--- config.mk ---
export PLATFORM = sky130hd
export DESIGN_NAME = agmv_fetch_unit
export DESIGN_NICKNAME = d
export VERILOG_FILES = /design/src/rtl/agmv_pkg.sv /design/src/rtl/agmv_fetch_queue.sv /design/src/rtl/agmv_fetch_unit.sv
export SDC_FILE = /design/constraint.sdc
export NUM_CORES = 1
export LEC_CHECK = 0
export CORE_MARGIN = 5
export CORE_UTILIZATION = 35
export DETAILED_ROUTE_END_ITERATION = 8
export PLACE_DENSITY = 0.61
export SETUP_SLACK_MARGIN = 0.5
export SYNTH_ARGS = -nofsm -noshare
export SYNTH_HDL_FRONTEND = slang
export SYNTH_SLANG_ARGS = --single-unit
--- constraint.sdc ---
create_clock -name clk -period 3.4 [get_ports clk]
set_clock_uncertainty 0.2 [all_clocks]
set_input_delay 0.51 -clock clk [delete_from_list [all_inputs] [get_ports clk]]
set_output_delay 0.51 -clock clk [all_outputs]
set_load 0.1 [all_outputs]
--- src/rtl/agmv_pkg.sv ---
// Shared types and constants for the AGM-V fetch path.
package agmv_pkg;

    localparam int AGMV_DATA_W = 8;
    localparam int AGMV_ADDR_W = 8;
    localparam int AGMV_FIELDS = 3;

    typedef enum logic [1:0] {
        IDLE  = 2'd0,
        FETCH = 2'd1,
        HOLD  = 2'd2
    } fetch_state_e;

    // LSB position of field k inside an instruction word; field 0 sits in the MSBs
    function automatic int field_lsb(input int k, input int fields, input int data_w);
        return (fields - 1 - k) * data_w;
    endfunction

endpackage

--- src/rtl/agmv_fetch_queue.sv ---
// Two-entry instruction FIFO between the fetch assembler and the decoder.
// Push and pop in the same cycle are allowed even when full; flush empties it.
module agmv_fetch_queue #(
    parameter int W = 8
) (
    input  logic         clk,
    input  logic         rst,
    input  logic         flush,
    input  logic         push,
    input  logic         pop,
    input  logic [W-1:0] wdata,
    output logic [W-1:0] rdata,
    output logic [1:0]   count
);

    logic [1:0][W-1:0] ent;
    logic              wr_ptr;
    logic              rd_ptr;
    logic              do_push;
    logic              do_pop;

    assign do_pop  = pop && (count != 2'd0);
    assign do_push = push && ((count != 2'd2) || do_pop);
    assign rdata   = ent[rd_ptr];

    // Storage, pointers and occupancy; flush drops everything but keeps stale data
    always_ff @(posedge clk or negedge rst) begin
        if (!rst) begin
            ent    <= '0;
            wr_ptr <= 1'b0;
            rd_ptr <= 1'b0;
            count  <= 2'd0;
        end else if (flush) begin
            wr_ptr <= 1'b0;
            rd_ptr <= 1'b0;
            count  <= 2'd0;
        end else begin
            if (do_push) begin
                ent[wr_ptr] <= wdata;
                wr_ptr      <= ~wr_ptr;
            end
            if (do_pop) begin
                rd_ptr <= ~rd_ptr;
            end
            count <= count + 2'(do_push) - 2'(do_pop);
        end
    end

endmodule

--- src/rtl/agmv_fetch_unit.sv ---
// AGM-V instruction fetch unit: reads FIELDS consecutive words over a req/ack
// bus, assembles them (field 0 in the MSBs) and offers the instruction to the
// decoder over valid/ready. Supports jumps (pc_load) with flush and wait states.
// Optional macro AGMV_FETCH_PREFETCH_EN adds a 2-entry instruction queue so
// fetching continues while the decoder still holds earlier instructions.
module agmv_fetch_unit
    import agmv_pkg::*;
#(
    parameter int                DATA_W   = AGMV_DATA_W,
    parameter int                ADDR_W   = AGMV_ADDR_W,
    parameter int                FIELDS   = AGMV_FIELDS,
    parameter logic [ADDR_W-1:0] RESET_PC = '0
) (
    input  logic                     clk,
    input  logic                     rst,
    input  logic                     fetch_en,
    output logic                     mem_req,
    output logic [ADDR_W-1:0]        mem_addr,
    input  logic                     mem_ack,
    input  logic [DATA_W-1:0]        mem_rdata,
    input  logic                     pc_load,
    input  logic [ADDR_W-1:0]        pc_load_addr,
    output logic                     ir_valid,
    input  logic                     ir_ready,
    output logic [FIELDS*DATA_W-1:0] ir_word,
    output logic [ADDR_W-1:0]        ir_pc,
    output logic                     busy
);

    localparam int IW    = FIELDS * DATA_W;
    localparam int CNT_W = (FIELDS > 1) ? $clog2(FIELDS) : 1;

    fetch_state_e                  state;
    logic [ADDR_W-1:0]             pc;
    logic [ADDR_W-1:0]             mar;
    logic [CNT_W-1:0]              cnt;
    logic [FIELDS-1:0][DATA_W-1:0] fld_q;
    logic [FIELDS-1:0][DATA_W-1:0] fld_nxt;
    logic [IW-1:0]                 asm_word;
    logic                          last_field;
    logic                          done;
    logic                          xfer;
    logic                          q_full;
    logic                          full_after;

    assign mem_addr   = mar;
    assign last_field = (cnt == CNT_W'(FIELDS - 1));
    // A completed instruction; a jump in the same cycle throws the last word away
    assign done       = (state == FETCH) && mem_req && mem_ack && last_field && !pc_load;
    assign xfer       = ir_valid && ir_ready;

    // Field buffer with the word arriving this cycle merged in at the current slot
    always_comb begin
        fld_nxt      = fld_q;
        fld_nxt[cnt] = mem_rdata;
    end

    for (genvar k = 0; k < FIELDS; k++) begin : g_fld
        assign asm_word[field_lsb(k, FIELDS, DATA_W) +: DATA_W] = fld_nxt[k];
    end

    // Fetch sequencer: IDLE/FETCH/HOLD with registered mem_req and busy
    always_ff @(posedge clk or negedge rst) begin
        if (!rst) begin
            state   <= IDLE;
            pc      <= RESET_PC;
            mar     <= RESET_PC;
            cnt     <= '0;
            fld_q   <= '0;
            mem_req <= 1'b0;
            busy    <= 1'b0;
        end else if (pc_load) begin
            pc      <= pc_load_addr;
            mar     <= pc_load_addr;
            cnt     <= '0;
            state   <= fetch_en ? FETCH : IDLE;
            mem_req <= fetch_en;
            busy    <= fetch_en;
        end else begin
            case (state)
                IDLE: begin
                    if (fetch_en && !q_full) begin
                        state   <= FETCH;
                        mar     <= pc;
                        cnt     <= '0;
                        mem_req <= 1'b1;
                        busy    <= 1'b1;
                    end
                end
                FETCH: begin
                    if (mem_req && mem_ack) begin
                        fld_q <= fld_nxt;
                        mar   <= mar + ADDR_W'(1);
                        if (last_field) begin
                            cnt <= '0;
                            pc  <= pc + ADDR_W'(FIELDS);
                            if (full_after) begin
                                state   <= HOLD;
                                mem_req <= 1'b0;
                                busy    <= 1'b0;
                            end else if (!fetch_en) begin
                                state   <= IDLE;
                                mem_req <= 1'b0;
                                busy    <= 1'b0;
                            end
                        end else begin
                            cnt <= cnt + CNT_W'(1);
                        end
                    end
                end
                HOLD: begin
                    if (xfer) begin
                        state   <= fetch_en ? FETCH : IDLE;
                        mar     <= pc;
                        cnt     <= '0;
                        mem_req <= fetch_en;
                        busy    <= fetch_en;
                    end
                end
                default: begin
                    state   <= IDLE;
                    mem_req <= 1'b0;
                    busy    <= 1'b0;
                end
            endcase
        end
    end

`ifdef AGMV_FETCH_PREFETCH_EN
    logic [1:0]           q_count;
    logic [IW+ADDR_W-1:0] q_head;

    agmv_fetch_queue #(
        .W(IW + ADDR_W)
    ) u_queue (
        .clk   (clk),
        .rst   (rst),
        .flush (pc_load),
        .push  (done),
        .pop   (xfer),
        .wdata ({asm_word, pc}),
        .rdata (q_head),
        .count (q_count)
    );

    assign ir_valid   = (q_count != 2'd0);
    assign {ir_word, ir_pc} = q_head;
    assign q_full     = (q_count == 2'd2);
    // Queue is full after this cycle's push unless the decoder pops at the same time
    assign full_after = (q_count == 2'd2) || ((q_count == 2'd1) && !xfer);
`else
    // Only one instruction register, so every completion parks in HOLD
    assign q_full     = ir_valid;
    assign full_after = 1'b1;

    // Instruction register: load on completion, clear on hand-off or jump
    always_ff @(posedge clk or negedge rst) begin
        if (!rst) begin
            ir_valid <= 1'b0;
            ir_word  <= '0;
            ir_pc    <= '0;
        end else if (pc_load) begin
            ir_valid <= 1'b0;
        end else if (done) begin
            ir_valid <= 1'b1;
            ir_word  <= asm_word;
            ir_pc    <= pc;
        end else if (xfer) begin
            ir_valid <= 1'b0;
        end
    end
`endif

endmodule

==> impl_results.md <==
* Unrepaired setup endpoints after global routing: no
* R2R depth at 4
* Tot GR Track Use at 14.11%
* Leakage at 2.026 nW
* Slew Limit Headroom at 38.34%
* Post-Syn Area per Cell at 10.41 um^2
* Root Driver: clkbuf_8
* First-pass iteration count of the detailed router at 5
* Post-synthesis sequential area ratio at 53.39%
* Initial Util at a little over a third
* Layout cells sized above 1 at roughly a quarter
* Synth cell types at 50
* Crit-path max FO at 14
* Post-CTS Resized at 0
* Fin. Hold Viols at 0
* Worst path max stage delay at 0.57 ns
* CTS buffer count at 9
* Antenna-violating nets left at 0
* Peak Freq at 0.4033 GHz
* Grt ovf at 0
* Required time worst endpoint at 3.43 ns
* Final setup fails at 0
* Row cnt at 35
* Final WL at 7.692 mm
* Initial antenna violation count at 0
* Core footprint at around 0.0092 mm^2
* # port buffers at 64
* Later-pin clock latency in the skew report at 0.34 ns
* Boundary Pins at 65
* Slowest-stage cell, CP: a32oi_2
* Slew @ Worst Pin at between 0.9 and 1 ns
* Largest net degree at the start of global routing at 38
* Drt drc at 0
* Routed length per instance at 15.57 um
* Crit-path cells: clkdlybuf4s50_1 > or3b_2 > a32oi_2 > a21bo_2 > a32o_1
* Endpoint class of the critical path: register
* H-tree levels at 3
* Core Util, Final at 44.82%
* Fin crit share at around 73%
* First-pass GRT wire length at 12.81 mm
* EDFF count, synth at 0
* Tmin final at 2.479 ns
* Placer Congestion at about 0.73
* R2r endpoint: mem_addr[6]
* Sink Count at 70
* Synth-to-Final Area Change at 25.63%
* Syn nets at 339
* Reg2reg setup slack at 1.04 ns
* CTS Hold Buffers Added at 0
* Status: finished, final reports clean
* Setup Crit Path Kind: input port to register
* Final #Nets at 402
* Max-cap violations at 0
* Vias in the first global route at 2605
* Worst Hold Class: input port to asynchronous set/reset pin
* Crit-path leading delay family: compound AO/OA/AOI/OAI gates
* Final slew viol count at 0
* CP Data Arrival Time at between 2 and 3 ns
* FF-to-FF Start: state[1]
* Most used DFF post-synth: dfrtp_1
* Mapped Cells at 315
* Starting DRT DRC Count at around 110
* Peak supply drop at 0.2572 mV
* Ys Warns at 0
* Dpl hpwl at 5.498 mm
* Die ar. at 0.01141 mm^2
* Share of synthesized registers carrying an async set or reset at 100.0%
* Antenna cells at 0
* Yosys reg bits at 70
* TritonCTS clock tree: yes
* Post-Synthesis Cell Area at 0.003281 mm^2
* Die X at 106.8 um
* Final-layout fill cell count at 895
* Postcts setup bufs at 0
* Setup_tns at 0 ns
* Pwr Density at 638.0 mW/mm^2
* CP bufs+invs at 1
* Clk buf depth at 2
* Total number of vias at between 2000 and 3000
* Worst-path clk slew at around 0.090 ns
* Vias per cell at approximately 5
* Worst Setup Start Kind: input port
* Die Ht at between 100 and 150 um
-- per-layer routing --
| layer | vias to the layer above | GRT usage (%) | wire (um) |
|---|---|---|---|
| met2 | 58 | 22.53 | 3628 |
| met4 | 0 | 5.936 | 154 |
| li1 | 1225 | - | - |
| met1 | 1243 | 18.96 | 3588 |
| met3 | 14 | 2.408 | 321 |
| met5 | - | 0 | 0 |
-- synthesized netlist by cell type (all sizes together) (4+ instances only) --
master | instances | share of area (%)
nand2 | 79 | 9.0
dfrtp | 70 | 53
nand2b | 6 | 1.1
mux2 | 17 | 5.8
buf | 8 | 1.7
o21ai | 26 | 4.0
inv | 4 | 0.46
clkbuf | 9 | 1.0
nor2 | 9 | 1.0
nor3 | 5 | 1.1
xnor2 | 4 | 1.1
a21oi | 6 | 0.92
nand3 | 4 | 0.61
o21a | 4 | 0.92
nand3b | 4 | 0.92
mux2i | 19 | 5.8
-- sequential cells by signal, summed over array words and instances (netlist names) --
signal    count
busy          1
cnt           2
fld_q        16
ir_pc         8
ir_valid      1
ir_word      24
mem_addr      8
pc            8
state         2
-- worst max-delay path by stage --
stage	start	endpoint	slack [ns]	depth (start not counted)
detailed placement	fetch_en	mem_addr[6]	0.56	5
global route	fetch_en	mem_addr[6]	0.82	5
CTS	fetch_en	mem_addr[6]	0.92	5
global placement	fetch_en	mem_addr[6]	0.57	5
finish	fetch_en	mem_addr[6]	0.92	5
floorplan	busy	pc[2]	0.88	6
-- per-stage QoR --
stage	std cells	power [W]	area (um^2)	worst slack (ns)	hold WS [ns]
after CTS	494	0.002656	4121	0.9175	0.07453
after detailed placement	478	0.001980	3924	0.5623	0.2649
after floorplan	315	0.001758	3281	0.8803	0.01441
final	494	0.002629	4121	0.9205	0.04456
after global routing	494	0.002757	4121	0.8248	0.1187
after global placement	478	0.001967	3924	0.5714	0.2628
-- report_power, final --
group | total (W) | internal (W) | switching [W]
registers | 0.00108 | 0.000975 | 0.000109
logic | 0.000872 | 0.000265 | 0.000607
clock network | 0.000674 | 0.000343 | 0.000331
-- area by class of cell --
cell class,instances,area [um^2],share of cell area [%]
Sequential cell,70,1752,42.50
Multi-Input combinational cell,224,1428,34.64
Clock inverter,6,70.07,1.700
Tap cell,111,138.9,3.370
Inverter,4,15.01,0.3643
Timing Repair Buffer,69,590.6,14.33
Clock buffer,10,127.6,3.097
-- logic make-up (layout without fill, tap and decap cells) --
logic type	count (synthesis)	after routing	share of synthesized area [%]
AOI/OAI and AO/OA	60	60	12.17
xor gates and xnor gates	6	6	1.602
adders and majority gates	2	2	0.7627
buffers and inverters	21	89	3.165
DFF	70	70	53.39
muxes	36	36	11.63
and+or+nand+nor	120	120	17.28
-- cell usage in the layout, fill, tap and decap left out, types with 3 or more instances in the layout --
cell type / n
a21bo_2: 3
a21o_1: 3
a21oi_1: 6
buf_4: 46
clkbuf_8: 9
clkdlybuf4s50_1: 20
clkinvlp_4: 3
dfrtp_1: 70
inv_1: 4
mux2_2: 17
mux2i_1: 19
nand2_1: 79
nand2b_1: 5
nand3_1: 4
nand3b_1: 4
nor2_1: 9
nor2b_1: 3
nor3_1: 4
o21a_1: 4
o21ai_0: 26
xnor2_1: 4
No activity file was read; power rests on OpenSTA's default activity.
